$ cat src/rtl/decoder_scan.sv
// One-hot decoder with a direct-select mode and a timed auto-scan mode.
// Every output is registered; a disabled edge blanks y but freezes scan position.
module decoder_scan #(
    parameter int SEL_W   = 3,
    parameter int NUM_OUT = 8,
    parameter int DWELL   = 4
) (
    input  logic               clk,
    input  logic               rst,
    input  logic               en,
    input  logic               mode,
    input  logic [SEL_W-1:0]   sel,
    output logic [NUM_OUT-1:0] y,
    output logic [SEL_W-1:0]   idx,
    output logic               err,
    output logic               wrap
);
    localparam int CNT_W = (DWELL > 1) ? $clog2(DWELL) : 1;
    localparam logic [SEL_W-1:0] LAST     = SEL_W'(NUM_OUT - 1);
    localparam logic [CNT_W-1:0] CNT_LAST = CNT_W'(DWELL - 1);

    generate
        if (NUM_OUT < 2 || NUM_OUT > (1 << SEL_W)) begin : g_bad_num_out
            $error("decoder_scan: NUM_OUT must lie in 2..2**SEL_W");
        end
        if (DWELL < 1) begin : g_bad_dwell
            $error("decoder_scan: DWELL must be at least 1");
        end
    endgenerate

    logic [CNT_W-1:0]   cnt, cnt_nxt;
    logic [SEL_W-1:0]   idx_nxt;
    logic [NUM_OUT-1:0] y_nxt;
    logic               err_nxt, wrap_nxt;

    always_comb begin
        cnt_nxt  = cnt;
        idx_nxt  = idx;
        y_nxt    = '0;
        err_nxt  = 1'b0;
        wrap_nxt = 1'b0;
        if (en) begin
            if (!mode) begin
                cnt_nxt = '0;
                if (32'(sel) < NUM_OUT) begin
                    idx_nxt = sel;
                    y_nxt   = NUM_OUT'(1) << sel;
                end else begin
                    err_nxt = 1'b1;
                end
            end else begin
                if (cnt == CNT_LAST) begin
                    cnt_nxt = '0;
                    if (idx == LAST) begin
                        idx_nxt  = '0;
                        wrap_nxt = 1'b1;
                    end else begin
                        idx_nxt = idx + SEL_W'(1);
                    end
                end else begin
                    cnt_nxt = cnt + CNT_W'(1);
                end
                // y tracks the index being loaded, not the one being left
                y_nxt = NUM_OUT'(1) << idx_nxt;
            end
        end
    end

    always_ff @(posedge clk or posedge rst) begin
        if (rst) begin
            cnt  <= '0;
            idx  <= '0;
            y    <= '0;
            err  <= 1'b0;
            wrap <= 1'b0;
        end else begin
            cnt  <= cnt_nxt;
            idx  <= idx_nxt;
            y    <= y_nxt;
            err  <= err_nxt;
            wrap <= wrap_nxt;
        end
    end
endmodule

$ cat config.mk
export PLATFORM = sky130hd
export DESIGN_NAME = decoder_scan
export DESIGN_NICKNAME = d
export VERILOG_FILES = /design/src/rtl/decoder_scan.sv
export SDC_FILE = /design/constraint.sdc
export NUM_CORES = 1
export LEC_CHECK = 0
export ABC_AREA = 1
export CAP_MARGIN = 20
export CORE_MARGIN = 4
export CORE_UTILIZATION = 47
export DETAILED_ROUTE_END_ITERATION = 6
export PLACE_DENSITY_LB_ADDON = 0.12
export REMOVE_ABC_BUFFERS = 1
export SYNTH_ARGS = -nofsm -noshare
export SYNTH_HDL_FRONTEND = slang
export SYNTH_SLANG_ARGS = --single-unit
$ cat constraint.sdc
create_clock -name clk -period 2 [get_ports clk]
set_input_delay 0.3 -clock clk [delete_from_list [all_inputs] [get_ports clk]]
set_output_delay 0.3 -clock clk [all_outputs]
set_load 0.02 [all_outputs]
==> run summary <==
Worst Reg-to-Reg Cells -> 7
WP data required -> 1.70 ns
Routed Antenna Nets -> 0
Hold Vio Cnt, Final -> 0
origin of the critical flop-to-flop path -> idx[0]
status -> finished clean
power share of the clock group -> 29.0%
Yosys cell types -> 16
cts repair resizes -> 0
largest net degree at the start of global routing -> 15
Post-Layout Cell Count -> 111
Adder-Cell Fraction of Synth Area -> 5.792%
Overflow after GRT -> 0
Core Util, Final -> 67.31%
Synth Register Bits -> 14
Rows -> 13
post-synthesis simple-gate area fraction -> 28.96%
CTS H-Tree Depth -> 1
compound-cell area share of the yosys netlist -> 4.826%
DRC viols -> 0
crit-path cells -> clkdlybuf4s50_1
hpwl dp -> 1.024 mm
Syn Inst Count -> 75
nets -> 107
Worst-path clk slew -> 0.08 ns
hold_ws -> 0.3512 ns
Hold Crit Class -> in -> async
synthesized area -> 648.1 sq um
Crit. End Element -> output pin
Comb power frac -> 24.3%
Setup Total Neg Slack -> 0 ns
Via Count -> 548
Die Area -> 2037 sq um
Psw -> 0.2024 mW
CP max stage cell -> clkdlybuf4s50_1
Pwr Density -> 787.0 nW/um^2
initial antenna violation count -> 0
post-synthesis mux area share -> 0%
vias per cell -> 4.937
kind of critical path -> reg -> out
# setup viols final -> 0
peak supply drop -> 0.4040 mV
Max-cap violations -> 0
first-pass GRT wire length -> 2.187 mm
Area Growth Syn to Fin -> 35.14%
Starting DRT DRC Count -> 18
Flop pwr share -> 46.7%
Detailed Routing Iterations Pass 1 -> 4
Setup Fix Bufs, Post-CTS -> 0
largest family of logic cells by synthesized area -> simple AND/OR/NAND/NOR gates
largest cells by area after synthesis -> dfrtp_1 (54%), nand2_1 (12%), ha_1 (5.8%), nor2_1 (5.8%), nand3_1 (5.4%)
Core Area -> 1301 sq um
Worst Path Max Fanout -> 5
xor/xnor cell area share of the yosys netlist -> 0%
Worst Path Arrival -> 1.36 ns
# port buffers -> 18
Global Route Usage Sum -> 15.28%
top cell type's share of synthesized area -> 54.05%
diode count -> 0
period utilization -> 82.85%
TritonCTS Buffers -> 3
Max Clock Skew -> 0.003076 ns
TritonCTS clock tree -> yes
Synth Area per Inst -> 8.642 sq um
routability congestion estimate -> 0.9255
die width -> 45.14 um
switching share of power -> 29.37%
WL/cell -> 11.79 um
hold_buf cts -> 0
post-synthesis sequential area ratio -> 54.05%
Placed Cells -> 107
Longest Clk Path Bufs -> 2
FMAX -> 603.5 MHz
fraction of layout cells with a size suffix above 1 -> 12.50%
Yosys warnings -> 0
area leader, netlist -> dfrtp_1
Worst path top cell family by delay -> buffers and inverters
WL final -> 1.309 mm
critical path buffer and inverter count -> 1
Initial Util -> 49.81%
normalized max-slew margin -> 65.60%
CP max stage delay -> 0.65 ns
Pleak -> 0.4370 nW
Max Slew Vio Count -> 0
Int Power -> 0.4869 mW
Worst R2R End -> y[0]
worst reg2reg setup slack -> 0.47 ns
Tmin final -> 1.657 ns
Clock Root Buffer -> clkbuf_4
measured slew at the worst slew-check pin -> 0.5154 ns
CP Launch Type -> register
worst skew pair latency -> 0.28 ns
I/O pin count -> 20
vias in the first global route -> 523
RSZ-0062 raised after global routing -> no
Sink Count -> 14
Vert. Die Dim -> 45.14 um
## cells in the mapped netlist
| cell | instances |
|---|---|
| nor2_1 | 10 |
| or2_1 | 1 |
| buf_4 | 1 |
| ha_1 | 3 |
| o31ai_1 | 1 |
| inv_1 | 6 |
| nand2_1 | 20 |
| conb_1 | 1 |
| o21ai_1 | 1 |
| or2_4 | 1 |
| nand3_1 | 7 |
| inv_2 | 2 |
| a21oi_2 | 1 |
| dfrtp_1 | 14 |
| o21ai_0 | 2 |
| nand2_2 | 4 |
## routing by layer
layer | vias up | GRT usage, % | share of wire, %
li1 | 276 | - | -
met2 | 30 | 22.03 | 44
met4 | 0 | 11.70 | 4.4
met3 | 6 | 2.789 | 8.3
met1 | 236 | 20.10 | 43
met5 | - | 0 | 0
## registers in the layout, indices dropped and copies added (netlist names)
name	count
cnt	2
idx	3
wrap	1
y	8
## logic make-up (layout without fill, tap and decap cells)
kind of cell	count (synthesis)	in the layout
AO/OA/AOI/OAI	5	5
adder cells (fa/ha/maj)	3	3
flip-flops	14	14
buffers and inverters	9	30
other	1	1
AND/OR/NAND/NOR	43	43
## final cells by class
cell class                      count  area, sq um
Fill cell                         116        425.4
Sequential cell                    14        350.3
Multi-Input combinational cell     52        260.3
Timing Repair Buffer               18        180.2
Clock buffer                        4        36.28
Inverter                            8        30.03
Tap cell                           15        18.77
## per-stage QoR
step	total power, mW	setup WS [ns]	cell area (sq um)
4_1_cts	0.6905	0.3407	875.8
6_report	0.6893	0.3431	875.8
3_3_place_gp	0.4899	0.4599	839.6
5_1_grt	0.7229	0.2855	875.8
2_1_floorplan	0.4249	0.5343	640.6
3_5_place_dp	0.4937	0.4152	839.6
## how the worst max path moves through the flow
stage                  end  slack (ns)  cells past startpoint   start
CTS                 idx[0]        0.34                      1  idx[0]
detailed placement    y[0]        0.42                      7    mode
global placement      y[4]        0.46                      7    mode
finish              idx[0]        0.34                      1  idx[0]
floorplan           idx[2]        0.53                      8  idx[0]
global route        idx[0]        0.29                      1  idx[0]
## power groups by stage
stage | clock network (mW) | logic (mW) | registers (mW)
3_3_place_gp | 0 | 0.163 | 0.327
6_report | 0.200 | 0.168 | 0.322
5_1_grt | 0.213 | 0.185 | 0.325
3_5_place_dp | 0 | 0.167 | 0.327
2_1_floorplan | 0 | 0.0796 | 0.345
4_1_cts | 0.201 | 0.168 | 0.322
## worst reg2reg max path: stages (launching register included)
cell	delay, ns
dfrtp_1	0.44
ha_1	0.23
ha_1	0.27
inv_1	0.05
nand2_1	0.04
nand3_1	0.11
nand3_1	0.15
nor2_1	0.16
## cells in the final DEF, fill, tap and decap left out
cell type	n
o21ai_1	1
inv_1	6
conb_1	1
clkdlybuf4s50_1	18
clkbuf_4	3
nand2_2	4
clkbuf_8	1
ha_1	3
o21ai_0	2
nand3_1	7
nor2_1	10
o31ai_1	1
or2_1	1
nand2_1	20
or2_4	1
a21oi_2	1
inv_2	2
dfrtp_1	14
(Power assumes the default switching activity.)
